## config.mk

```make
export PLATFORM = sky130hd
export DESIGN_NAME = calculator_core_seq
export DESIGN_NICKNAME = d
export VERILOG_FILES = /design/src/rtl/calculator_core_seq.sv
export SDC_FILE = /design/constraint.sdc
export NUM_CORES = 1
export LEC_CHECK = 0
export CORE_ASPECT_RATIO = 1.4
export CORE_UTILIZATION = 51
export DETAILED_ROUTE_END_ITERATION = 16
export GPL_TIMING_DRIVEN = 0
export MAX_ROUTING_LAYER = met4
export PLACE_DENSITY = 0.84
export SETUP_SLACK_MARGIN = 0.05
export SYNTH_ARGS = -nofsm -noshare
export SYNTH_HDL_FRONTEND = slang
export SYNTH_SLANG_ARGS = --single-unit
```

## constraint.sdc

```tcl
create_clock -name clk -period 4.7 [get_ports clk]
set_clock_uncertainty 0.15 [all_clocks]
set_input_delay 0.47 -clock clk [delete_from_list [all_inputs] [get_ports clk]]
set_output_delay 0.47 -clock clk [all_outputs]
set_load 0.1 [all_outputs]
```

## src/rtl/calculator_core_seq.sv

```systemverilog
// calculator_core_seq: keypad sequencer that builds operands, issues ALU requests and
// pushes every value change to the display driver.
module calculator_core_seq #(
    parameter int DATA_WIDTH = 16,
    parameter int RADIX      = 10
) (
    input  logic                  clk,
    input  logic                  rst,
    input  logic [4:0]            i_button_data,
    input  logic                  i_button_valid,
    output logic                  o_button_ready,
    input  logic                  i_2s_comp_mode,
    output logic [DATA_WIDTH-1:0] o_alu_input_a,
    output logic [DATA_WIDTH-1:0] o_alu_input_b,
    output logic [1:0]            o_alu_input_op,
    output logic                  o_alu_input_signed,
    output logic                  o_alu_input_valid,
    input  logic                  i_alu_input_ready,
    input  logic [DATA_WIDTH-1:0] i_alu_result,
    input  logic                  i_alu_error,
    input  logic                  i_alu_result_valid,
    output logic                  o_alu_result_ready,
    output logic                  o_add_state_display,
    output logic                  o_sub_state_display,
    output logic                  o_mul_state_display,
    output logic                  o_div_state_display,
    output logic                  o_error,
    output logic [DATA_WIDTH-1:0] o_display_data,
    output logic                  o_display_2s_comp,
    output logic                  o_display_valid,
    input  logic                  i_display_ready,
    input  logic                  i_display_done
);
    typedef enum logic [3:0] {
        ENTER_A, OP_SEL, ENTER_B, RESULT, ALU_REQ, ALU_WAIT, DISP_REQ, DISP_WAIT, ERROR
    } state_t;
    localparam logic [4:0] EQ = 5'd20;
    localparam logic [4:0] CLR = 5'd21;
    localparam logic [4:0] NEG = 5'd22;
    localparam logic [DATA_WIDTH-1:0] RAD = DATA_WIDTH'(RADIX);
    state_t state, state_n, target, target_n;
    logic [DATA_WIDTH-1:0] a, a_n, b, b_n, disp, disp_n, dig, acc, acc_dig;
    logic [1:0] op, op_n, alu_op, alu_op_n;
    logic err, err_n, alu_sgn, alu_sgn_n, disp_sgn, disp_sgn_n, live, upd;
    logic take, is_dig, is_op, show;

    assign o_button_ready = state inside {ENTER_A, OP_SEL, ENTER_B, RESULT, ERROR};
    assign take = i_button_valid && o_button_ready;
    assign is_dig = i_button_data < 5'(RADIX);
    assign is_op = i_button_data[4:2] == 3'b100;
    assign dig = DATA_WIDTH'(i_button_data[3:0]);
    assign acc = state == ENTER_B ? b : a;
    assign acc_dig = acc * RAD + dig;
    // a chained op keeps its new operator lit while the ALU and display round trip runs
    assign show = state inside {OP_SEL, ENTER_B} || (!o_button_ready && target inside {OP_SEL, ENTER_B});
    assign o_add_state_display = show && op == 2'd0;
    assign o_sub_state_display = show && op == 2'd1;
    assign o_mul_state_display = show && op == 2'd2;
    assign o_div_state_display = show && op == 2'd3;
    assign o_alu_input_a = a;
    assign o_alu_input_b = b;
    assign o_alu_input_op = alu_op;
    assign o_alu_input_signed = alu_sgn;
    assign o_alu_input_valid = state == ALU_REQ;
    assign o_alu_result_ready = state == ALU_WAIT;
    assign o_error = err;
    assign o_display_data = disp;
    assign o_display_2s_comp = disp_sgn;
    assign o_display_valid = state == DISP_REQ && live;

    always_comb begin
        state_n = state;
        target_n = target;
        a_n = a;
        b_n = b;
        op_n = op;
        alu_op_n = alu_op;
        err_n = err;
        alu_sgn_n = alu_sgn;
        disp_n = disp;
        disp_sgn_n = disp_sgn;
        upd = 1'b0;
        case (state)
            ALU_REQ: state_n = i_alu_input_ready ? ALU_WAIT : ALU_REQ;
            ALU_WAIT: if (i_alu_result_valid) begin
                state_n = DISP_REQ;
                disp_sgn_n = i_2s_comp_mode;
                if (i_alu_error) begin
                    err_n = 1'b1;
                    disp_n = '0;
                    target_n = ERROR;
                end else begin
                    a_n = i_alu_result;
                    b_n = '0;
                    disp_n = i_alu_result;
                end
            end
            DISP_REQ: if (live && i_display_ready) state_n = i_display_done ? target : DISP_WAIT;
            DISP_WAIT: if (i_display_done) state_n = target;
            default: if (take) begin
                upd = 1'b1;
                if (i_button_data == CLR) begin
                    a_n = '0;
                    b_n = '0;
                    op_n = 2'd0;
                    err_n = 1'b0;
                    target_n = ENTER_A;
                end else if (state == ERROR) begin
                    upd = 1'b0;
                end else if (is_dig) begin
                    a_n = state == ENTER_A ? acc_dig : state == RESULT ? dig : a;
                    b_n = state == ENTER_B ? acc_dig : state == OP_SEL ? dig : b;
                    target_n = state inside {OP_SEL, ENTER_B} ? ENTER_B : ENTER_A;
                end else if ((is_op || i_button_data == EQ) && state == ENTER_B) begin
                    upd = 1'b0;
                    alu_op_n = op;
                    alu_sgn_n = i_2s_comp_mode;
                    op_n = is_op ? i_button_data[1:0] : op;
                    target_n = is_op ? OP_SEL : RESULT;
                    state_n = ALU_REQ;
                end else if (is_op) begin
                    op_n = i_button_data[1:0];
                    target_n = OP_SEL;
                end else if (i_button_data == NEG && i_2s_comp_mode && state != OP_SEL) begin
                    a_n = state == ENTER_B ? a : -a;
                    b_n = state == ENTER_B ? -b : b;
                    target_n = state;
                end else begin
                    upd = 1'b0;
                end
            end
        endcase
        if (upd) begin
            state_n = DISP_REQ;
            disp_n = target_n == ENTER_B ? b_n : a_n;
            disp_sgn_n = i_2s_comp_mode;
        end
    end

    always_ff @(posedge clk or posedge rst) begin
        if (rst) begin
            state <= DISP_REQ;
            target <= ENTER_A;
            a <= '0;
            b <= '0;
            op <= 2'd0;
            alu_op <= 2'd0;
            err <= 1'b0;
            alu_sgn <= 1'b0;
            disp <= '0;
            disp_sgn <= 1'b0;
            live <= 1'b0;
        end else begin
            state <= state_n;
            target <= target_n;
            a <= a_n;
            b <= b_n;
            op <= op_n;
            alu_op <= alu_op_n;
            err <= err_n;
            alu_sgn <= alu_sgn_n;
            disp <= disp_n;
            disp_sgn <= disp_sgn_n;
            live <= 1'b1;
        end
    end
endmodule
```

---- Word level (Yosys, flattened, before mapping) ----
Index checks and enable logic that the tools add are counted.
storage, ports and cells
  logic and storage cells ................. 159
  bits in registers ....................... 64
cells by class
  equality and inequality tests ........... 29
  $lt $le $gt $ge ......................... 1
  bitwise operators ....................... 5
  muxes and demuxes ....................... 76
  reduce and logical (&&, ||, !) cells .... 33
  $mul .................................... 1
  $add $sub $neg .......................... 3
operators by type and width
  kind                                                                           count
  16-bit 2-to-1 mux                                                              30
  4-bit 2-to-1 mux                                                               19
  16-bit case mux with 2 select lines                                            2
  16-bit negation                                                                2
  16-bit by 4-bit adder with 16-bit output                                       1
  4-bit by 2-bit == test with 1-bit output (second input constant)               4
  4-bit by 3-bit == test with 1-bit output (second input constant)               4
  16-bit by 3-bit multiplier with 15-bit output (second input constant)          1
  1-bit 2-to-1 mux                                                               16
  4-bit case mux with 4 select lines                                             1
  5-bit == test (second input constant)                                          3
  2-bit nonzero test                                                             7
  2-bit 2-to-1 mux                                                               6
  6-bit by 4-bit != test with 1-bit output (second input constant)               2
  6-bit nonzero test                                                             2
  1-bit logical AND                                                              11
  5-bit AND reduction                                                            2
  4-bit by 1-bit == test with 1-bit output (second input constant)               2
  4-bit case mux with 2 select lines                                             1
  8-bit AND reduction                                                            1
  3-bit by 2-bit != test with 1-bit output (second input constant)               2
  6-bit by 5-bit != test with 1-bit output (second input constant)               1
  6-bit AND reduction                                                            1
  5-bit by 4-bit less-than comparator with 1-bit output (second input constant)  1
  other kinds (18)                                                               26

---- Depth between registers and ports, before layout ----
Gate-level depths: netlist of run 1.
  depth in word-level cells ............... 14
  mapped depth ............................ 18

---- Worst setup path before layout of run 1 ----
No wires, ideal clock.
  path kind ............................... register -> register
  start point ............................. register state[1]
  end point ............................... register disp[15] (netlist: o_display_data[15])
  arrival ................................. 4.630 ns
  buffers on the path ..................... 2
  stages on the path, launching flop included .. 18
  path slack .............................. -0.166 ns
  setup time .............................. 0.086 ns
  cells stage by stage .................... dfstp_2 buf_2 or4b_1 clkbuf_1 mux2i_1 inv_1 ha_1 ha_1 fa_1 a21o_1 a221oi_1 xnor2_1 nand2_2 or4b_4 nor3_4 xnor2_1 o311a_1 nor3_1
on the way
  cells in the longest elaborated chain, start to end .. 13
ends and longest elaborated chain
  item                                                                                                    RTL line  source
  start, declared                                                                                         41        state_t state, state_n, target, target_n;
  start signal, assigned                                                                                  154       state <= state_n;
  parallel branches: the longest is 13 deep, another holds 16-bit by 3-bit multiplier with 15-bit output  -
  end signal, assigned                                                                                    162       disp <= disp_n;
  end, declared                                                                                           42        logic [DATA_WIDTH-1:0] a, a_n, b, b_n, disp, disp_n, dig, acc, acc_dig;
Parallel ways; which one is timed is not known.
A chain may end at the register's enable or synchronous reset.

---- Worst setup path after layout of run 1 ----
  start point ............................. register state[1]
  end point ............................... register disp[14] (netlist: o_display_data[14])
RTL lines
  item                                                                                                  RTL line  source
  4-bit by 2-bit == test with 1-bit output or 4-bit by 1-bit != test with 1-bit output (tied branches)  -
  16-bit 2-to-1 mux, or another cell as far along                                                       52        assign acc = state == ENTER_B ? b : a;
  16-bit by 3-bit multiplier with 15-bit output or 16-bit 2-to-1 mux (tied branches)                    53, 124
  16-bit by 4-bit adder with 16-bit output or 16-bit 2-to-1 mux (tied branches)                         53, 121
  16-bit 2-to-1 mux, on equally long branches                                                           111, 114
  16-bit 2-to-1 mux                                                                                     110       end else if (is_dig) begin
  16-bit 2-to-1 mux                                                                                     108       end else if (state == ERROR) begin
  16-bit 2-to-1 mux                                                                                     102       if (i_button_data == CLR) begin
  16-bit 2-to-1 mux                                                                                     100       default: if (take) begin
  16-bit case mux with 2 select lines (*)                                                               83        case (state)
  named net a_n[14]                                                                                     42
  16-bit 2-to-1 mux (*)                                                                                 135       disp_n = target_n == ENTER_B ? b_n : a_n;
  16-bit 2-to-1 mux (*)                                                                                 133       if (upd) begin
Mark *: on every way through the listed nets, which the timed path passes. The rest lies on a longest branch.

==> results.txt, run 1 <==
- Clock tree synthesis found a total of 64 sinks.
- Ranked by total cell area, the synthesized netlist is headed by sky130_fd_sc_hd__dfrtp_1 (26%), sky130_fd_sc_hd__o21ai_0 (6.3%), sky130_fd_sc_hd__a21oi_1 (5.8%).
* Master of the slowest instance on the critical path: sky130_fd_sc_hd__dfstp_2
* Primary FF master, synth: sky130_fd_sc_hd__dfrtp_1
- Setup slack at placement: -0.877 ns
* Number of global-route vias before repair: slightly below 7k
- Counting the fill cells in the layout gives approximately 920.
- Sequential fraction of the synthesis area: 0.264
* Core area: 11500 um2
- Setup violations remaining at the end of the flow were counted as 7.
- Counting tap cells, the placed design contains a total of roughly 1.0k instances.
- The die is around 94 um wide.
- The die covers between 10000 and 15000 um2.
- Excluding fillers, the count of instances in the completed layout stands at roughly 1.0k.
- Dividing the detail-routed wire length by the instance count gives roughly 24 um.
* Number of flops mapped to enable cells by yosys: 0
* DP Wirelength: about 17 mm
- In this run the cell area measured after placement is 7190 um2.
- Of the cells placed in the final design, the portion with a size suffix greater than 1 is 0.138.
* R2R cell count: 19
- Clock latency on the worst-skew pair: roughly 0.35 ns
- Kind of end point of the critical path: flop
- After detailed routing, the wire length on met1 is 8.70 mm.
- Level count of the clock H-tree: 3
- Number of vias per cell: around 6.9
- The first detailed-routing pass ran for 6 iterations.
- Total power for the finished layout comes to between 6000 and 7000 uW.
* R2r setup slk: -0.17 ns
* Total of flip-flops plus latches after synthesis: 64
- Subtracting the final worst setup slack from the clock period gives between 4 and 5 ns.
* Share of the synthesized area in the top cell type: 0.255
* Max-slew headroom: 0.330
- The path with the worst hold slack has its endpoint at o_alu_input_op[0].
* Cell taking the most area after synthesis: sky130_fd_sc_hd__dfrtp_1
- Mean instance size in the synthesized netlist: 7.86 um2
- Wire length of the first global-routing pass: approximately 38 mm
- In the detailed route, the total length drawn on met2 is approximately 12 mm.
* Initial core utilization: 0.531
* Count of hold-fix buffers inserted at cts: 0
- Setup repair after global routing could not meet its margin everywhere.
- Instance count along the most critical hold path: 2
* Topmost layer with routed signal wires: met4
- DRC violation count after routing: 0
- Std cell rows: 46
* Vias after detailed routing: 7177
- Overall fraction of global-route tracks in use: 0.415
* Post-synth design cell area: between 6000 and 7000 um2
* Critical-path maximum fanout: 5
- The largest single stage delay on the critical path is roughly 0.54 ns.
- Across the VDD grid, the largest voltage drop is around 0.00057 V.
- Worst path bufs/invs: 5
- Post-synthesis instance total: 774
- The final count of pins violating max slew came to 0.
- Largest delay share family, worst path: simple AND/OR/NAND/NOR gates
- Synthesis produced a netlist with a net count of slightly above 800.
* Violated checks: setup timing
* Pin count of the biggest net entering global routing: 42
- Number of buffers inserted during clock tree synthesis: 9
- In this run the power density over the cells is 780 nW/um2.
- For this block, the initial DRC count from the detailed router was approximately 730.
- Cell variety after synth: 83
- Detailed-routed wire length on met3: 2.30 mm
* Yosys warning count: 0
* Hold Startpoint: o_alu_input_op[0]
- Summing all multi-input logic gate instances after layout gives roughly 4500 um2.
- Overall routed net length: about 25 mm
* Final GP Congestion: around 1.0
- Once routing completed, OpenROAD measured the worst setup slack at -0.170 ns.
- Boundary pin count: 91
* Fin. Hold Viols: 0
- For this run, the post-layout net count is between 900 and 1k.
* Reg-to-Reg End: o_display_data[14]
- During placement, the flow inserted port buffers numbering between 80 and 90.
- Type of the worst min-delay path: reg -> reg
* FF/Latch Area: ~1600 um2
- The run finished, with violations left.
* DIE HEIGHT: about 130 um
- Walking the worst path, the cells encountered are buf_6 -> or4b_4 -> clkbuf_16 -> mux2i_4 -> inv_2 -> ha_4 -> ha_4 -> fa_2 -> a21o_1 -> a221oi_2 -> xnor2_2 -> buf_4 -> nand4_1 -> buf_6 -> nor4_4 -> xnor2_2 -> a221o_1 -> nand2b_1 -> o211a_1.
* Final instance area: around 8000 um2
- Fin Hold WS: about 0.33 ns
- The worst register-to-register path begins at state[1].
* Area growth syn-to-layout: 32.1%
- Antenna violations before repair: 0
* Arrival time worst endpoint: about 5.0 ns
- Actual transition at the worst max-transition pin: ~1.0 ns
- Proportion of synthesized flip-flops having asynchronous set or reset: 1.00
- Derived from the worst setup path, the maximum achievable clock frequency is 205 MHz.
* Final global-route overflow total: 0
- Critical Path Start Type: flop
* Tcrit/Tclk final: 1.04
- 0 antenna diodes ended up in the layout.
- Number of routed nets with antenna violations: 0
* Crit Path Category: reg -> reg
* Data required, critical path: about 4.8 ns
- TritonCTS clock tree: built
- Static Leak: roughly 0.0032 uW
- CTS max path bufs: 2
- Clock-pin slew was measured on the worst setup and hold paths at approximately 0.06 ns.
* Clock root cell: sky130_fd_sc_hd__clkbuf_16
- Max-cap viol count: 0
## sequential cells by signal (all words and copies together) (netlist names)
register,cells
o_alu_input_a,16
o_alu_input_b,16
o_display_data,16
state,4
target,4
o_alu_input_op,2
op,2
live,1
o_alu_input_signed,1
o_display_2s_comp,1
o_error,1
## worst max path at each step
stage | depth (start not counted) | end | start | slack, ns
floorplan | 17 | o_display_data[15] | state[1] | 0.07
global placement | 17 | o_display_data[14] | state[3] | -0.81
detailed placement | 17 | o_display_data[14] | state[3] | -0.88
CTS | 18 | o_display_data[15] | state[1] | -0.08
global route | 18 | o_display_data[15] | state[1] | -0.28
finish | 19 | o_display_data[14] | state[1] | -0.17
## layer usage
layer  up-vias  GRT usage
met5         -          -
met4         0      0.285
met3       158     0.0764
met2       505      0.645
met1      3390      0.477
li1       3124          -
## placed cells by master, fill, tap and decap left out, types with 6 or more instances in the layout
master,synthesis,final
sky130_fd_sc_hd__o211ai_1,12,12
sky130_fd_sc_hd__mux2i_1,26,24
sky130_fd_sc_hd__o31ai_1,11,8
sky130_fd_sc_hd__xor2_1,18,15
sky130_fd_sc_hd__buf_4,0,22
sky130_fd_sc_hd__nand2b_1,7,7
sky130_fd_sc_hd__o21a_1,6,6
sky130_fd_sc_hd__o21ai_0,77,75
sky130_fd_sc_hd__nor2b_1,9,8
sky130_fd_sc_hd__nor3b_1,10,10
sky130_fd_sc_hd__dfrtp_1,62,62
sky130_fd_sc_hd__a21o_1,11,10
sky130_fd_sc_hd__a21oi_1,70,69
sky130_fd_sc_hd__buf_6,4,9
sky130_fd_sc_hd__nor3_1,16,16
sky130_fd_sc_hd__ha_1,20,16
sky130_fd_sc_hd__clkdlybuf4s50_1,0,88
sky130_fd_sc_hd__a211oi_1,14,11
sky130_fd_sc_hd__nand3_1,19,19
sky130_fd_sc_hd__clkbuf_16,0,10
sky130_fd_sc_hd__xnor2_2,0,9
sky130_fd_sc_hd__nor4_1,7,6
sky130_fd_sc_hd__a31oi_1,6,6
sky130_fd_sc_hd__nand2_1,73,73
sky130_fd_sc_hd__a221oi_1,13,12
sky130_fd_sc_hd__nor2_1,64,62
sky130_fd_sc_hd__a22oi_1,6,6
sky130_fd_sc_hd__clkbuf_1,49,45
sky130_fd_sc_hd__xnor2_1,23,13
sky130_fd_sc_hd__inv_1,23,20
## logic make-up after synthesis
kind of cell             count (synthesis)  synth area share
multiplexers                            31            0.0520
XOR/XNOR                                41            0.0590
buffers and inverters                   85            0.0586
AO/OA/AOI/OAI                          283             0.309
other                                    1          0.000616
AND/OR/NAND/NOR                        247             0.210
flip-flops                              64             0.264
adder cells (fa/ha/maj)                 22            0.0477
## metrics by stage
step                 util  setup TNS, ns
floorplan               -              0
detailed placement  0.628          -9.89
global route        0.702          -1.57
finish              0.702         -0.703
global placement    0.626          -8.69
CTS                 0.683         -0.119
## worst min-delay path, stage by stage, from the launching register on
cell,delay [ns]
sky130_fd_sc_hd__dfrtp_1,0.34
sky130_fd_sc_hd__nand2_1,0.04
sky130_fd_sc_hd__o21ai_0,0.06
## final cells by class
class                      instances  share of cell area
inverter                          23              0.0107
clock buffer                       9              0.0280
tap                              144              0.0224
multi-input combinational        625               0.555
clock inverter                     6             0.00763
timing repair buffer             114               0.137
buffer                            62              0.0392
sequential                        64               0.200
## synthesized netlist by cell type (all sizes together), types with 12 or more instances
cell type  count
ha            20
a21oi         71
nand3         19
clkbuf        50
buf           12
mux2i         26
nand2         74
xor2          18
inv           23
xnor2         23
a221oi        13
o21ai         79
nor3          18
nor2          64
a211oi        16
o211ai        13
dfrtp         62
## where the power goes
part / internal, uW / switching (uW) / total, uW
combinational: 1410 / 3230 / 4640
clock: 406 / 281 / 687
sequential: 746 / 195 / 942
## repair_timing
action	in CTS	in global routing
pin swaps	14	17
setup buffers	18	9
resized for setup	37	27
setup endpoints to repair	24	14
(Power assumes the default switching activity.)
==> run 2, diff against run 1 <==
--- a/config.mk
+++ b/config.mk
@@ -8,7 +8,6 @@
 export CORE_ASPECT_RATIO = 1.4
 export CORE_UTILIZATION = 51
 export DETAILED_ROUTE_END_ITERATION = 16
-export GPL_TIMING_DRIVEN = 0
 export MAX_ROUTING_LAYER = met4
 export PLACE_DENSITY = 0.84
 export SETUP_SLACK_MARGIN = 0.05
==> results.txt, run 2 (synthesis results as in run 1) <==
- Final GP Congestion: 1.06
* TritonCTS clock tree: built
- In the layout the commonest cells are sky130_fd_sc_hd__clkdlybuf4s50_1 (85), sky130_fd_sc_hd__o21ai_0 (77), sky130_fd_sc_hd__nand2_1 (73), sky130_fd_sc_hd__a21oi_1 (68), sky130_fd_sc_hd__nor2_1 (64).
- Number of fill cells: between 900 and 1k
- Worst path bufs/invs: 1
- DR pass1 iterations: 7
* Boundary pin count: 91
* Count of hold-fix buffers inserted at cts: 0
* Core area: around 11000 um2
* Sw Pwr: between 3000 and 4000 uW
- Data required, critical path: between 4 and 5 ns
- Internal power comes to 2590 uW.
* Number of global-route vias before repair: around 6.8k
- Number of placed cells counting well taps: ~980
- The smallest clock period supported by the final layout is computed as ~4.7 ns.
- Critical-path maximum fanout: 5
- Summed over all failing endpoints, the final setup total negative slack is 0 ns.
- For this configuration, the core starts out at a cell density of 0.531.
* Clock latency on the worst-skew pair: approximately 0.34 ns
- Worst VDD drop: ~0.00051 V
- Setup slack at placement: -0.0664 ns
* Maximum operating frequency: 215 MHz
- STA classifies the critical path startpoint as a flop.
* Std cell rows: 46
- CTS max path bufs: 2
- Number of buffers inserted during clock tree synthesis: 9
* Clock-pin slew on the worst setup and hold paths: 0.06 ns
* Switching portion of total power: 0.584
* Num Clock Sinks: 64
- Tcrit/Tclk final: 0.989
* Pin count of the biggest net entering global routing: 34
* Horizontal die dimension: ~94 um
* Clock share of power: 0.125
* Max-cap viol count: 0
* Level count of the clock H-tree: 3
- The count of nets left with antenna violations once routing finished came out at 0.
- In the routed design, unresolved DRC markers number 0.
* Layout net count: 910
- The number of hold violations in the final report was 0.
- Static Leak: approximately 0.0032 uW
* Diodes inserted: 0
* Critical path's largest stage delay: about 0.57 ns
- DIE HEIGHT: roughly 130 um
- Overall routed net length: approximately 25 mm
* Final Max Tran Viols: 0
- Area growth syn-to-layout: 28.7%
* DR WL/cell: between 20 and 25 um
- The worst hold path belongs to the class reg -> reg.
- Dividing the detail-routed via count by the number of cells gives 6.86.
- The die covers 12400 um2.
- In this design, the largest share of critical-path delay is due to simple AND/OR/NAND/NOR gates.
* Final standard cell count with taps included and fillers excluded: 1007
- Unrepaired setup endpoints after global routing: yes
- Power share of the sequential group: 0.162
- Actual transition at the worst max-transition pin: approximately 0.99 ns
- The share of total power dissipated in combinational logic is 0.713.
- Arrival time worst endpoint: between 4 and 5 ns
- After the first detailed-routing iteration, the DRC count stood at ~900.
- DP Wirelength: around 18 mm
- Master of the slowest instance on the critical path: sky130_fd_sc_hd__dfstp_2
* Antenna violations before repair: 0
* Vias after detailed routing: slightly below 7k
- The worst setup path is of the reg -> reg kind.
- Wire length of the first global-routing pass: 37.9 mm
- Of the cells placed in the final design, the portion with a size suffix greater than 1 is 0.143.
- Most common library cell in the layout ignoring fill and taps: sky130_fd_sc_hd__clkdlybuf4s50_1
- Setup violations remaining at the end of the flow were counted as 0.
- Kind of end point of the critical path: flop
- Power spread over the standard cell area amounts to around 790 nW/um2.
- Critical path cell sequence: or4b_4 -> mux2i_4 -> inv_1 -> ha_2 -> ha_4 -> fa_2 -> a21o_1 -> a21oi_2 -> xnor2_2 -> and3_1 -> or4b_4 -> nor3_4 -> xnor2_2 -> o311a_1 -> nor3_2
- Headroom to the max-slew limit came out at 0.341.
* Overall fraction of global-route tracks in use: 0.420
- Final global-route overflow total: 0
- Min setup slack post-route: 0.0495 ns
- Total of buffers placed on input and output ports: 90
- The root buffer cell chosen for the clock tree is sky130_fd_sc_hd__clkbuf_16.
- Run status: completed
==> run 2: routing by layer <==
layer / vias up / wire [um] / GRT usage / share of wire
met2: 516 / 11600 / 0.651 / 0.47
met3: 149 / 2300 / 0.0949 / 0.094
met5: - / 0 / - / 0
li1: 3041 / - / - / -
met1: 3205 / 8470 / 0.464 / 0.35
met4: 0 / 2120 / 0.305 / 0.086
==> run 2: path summary, 6_finish.rpt <==
kind                       slack (ns)  cells past startpoint                 end              start
setup / recovery                 0.05                     15  o_display_data[15]           state[1]
hold / removal                   0.34                      2   o_alu_input_op[0]  o_alu_input_op[0]
setup reg to reg                 0.05                     15  o_display_data[15]           state[1]
hold reg to reg                  0.34                      2   o_alu_input_op[0]  o_alu_input_op[0]
max in group asynchronous        3.06                      3    o_alu_input_b[6]                rst
min in group asynchronous        0.41                      2    o_alu_input_a[1]                rst
==> run 2: cell type report <==
class	instances	area [um2]	area share
clock buffer	11	253	0.0323
multi-input combinational	625	4350	0.555
tap	144	180	0.0230
timing repair buffer	135	1270	0.163
clock inverter	5	86.3	0.0110
inverter	23	86.3	0.0110
sequential	64	1600	0.205
==> run 2: power groups by stage <==
stage               Sequential (uW)  Combinational (uW)  Clock (uW)
global placement                985                4080           0
global route                   1020                4650         803
floorplan                      1960                2040           0
finish                         1010                4430         778
CTS                             986                4200         774
detailed placement              987                4120           0
==> run 2: what timing repair did <==
action | 4_1_cts | 5_1_grt
pin swaps | 6 | 3
gates cloned | 0 | 1
gates resized for setup | 8 | 25
setup endpoints to repair | 4 | 10
buffers inserted | 4 | 2
==> run 2: stage by stage <==
step | hold slack, ns | area [um2] | util | total power [uW]
floorplan | 0.369 | 6110 | - | 3990
global placement | 0.317 | 7210 | 0.629 | 5070
detailed placement | 0.326 | 7210 | 0.629 | 5110
CTS | 0.339 | 7620 | 0.665 | 5950
global route | 0.362 | 7830 | 0.683 | 6470
finish | 0.338 | 7830 | 0.683 | 6220
==> run 2: worst reg2reg max path, stage by stage, from the launching register on <==
cell,delay [ns]
sky130_fd_sc_hd__dfstp_2,0.57
sky130_fd_sc_hd__or4b_4,0.55
sky130_fd_sc_hd__mux2i_4,0.20
sky130_fd_sc_hd__inv_1,0.12
sky130_fd_sc_hd__ha_2,0.22
sky130_fd_sc_hd__ha_4,0.17
sky130_fd_sc_hd__fa_2,0.35
sky130_fd_sc_hd__a21o_1,0.21
sky130_fd_sc_hd__a21oi_2,0.21
sky130_fd_sc_hd__xnor2_2,0.17
sky130_fd_sc_hd__and3_1,0.25
sky130_fd_sc_hd__or4b_4,0.57
sky130_fd_sc_hd__nor3_4,0.22
sky130_fd_sc_hd__xnor2_2,0.10
sky130_fd_sc_hd__o311a_1,0.32
sky130_fd_sc_hd__nor3_2,0.18
==> run 3, diff against run 2 <==
--- a/config.mk
+++ b/config.mk
@@ -5,6 +5,7 @@
 export SDC_FILE = /design/constraint.sdc
 export NUM_CORES = 1
 export LEC_CHECK = 0
+export CAP_MARGIN = 20
 export CORE_ASPECT_RATIO = 1.4
 export CORE_UTILIZATION = 51
 export DETAILED_ROUTE_END_ITERATION = 16
==> results of run 3 <==
The final DEF is identical to that of run 2; final timing and power are the same.
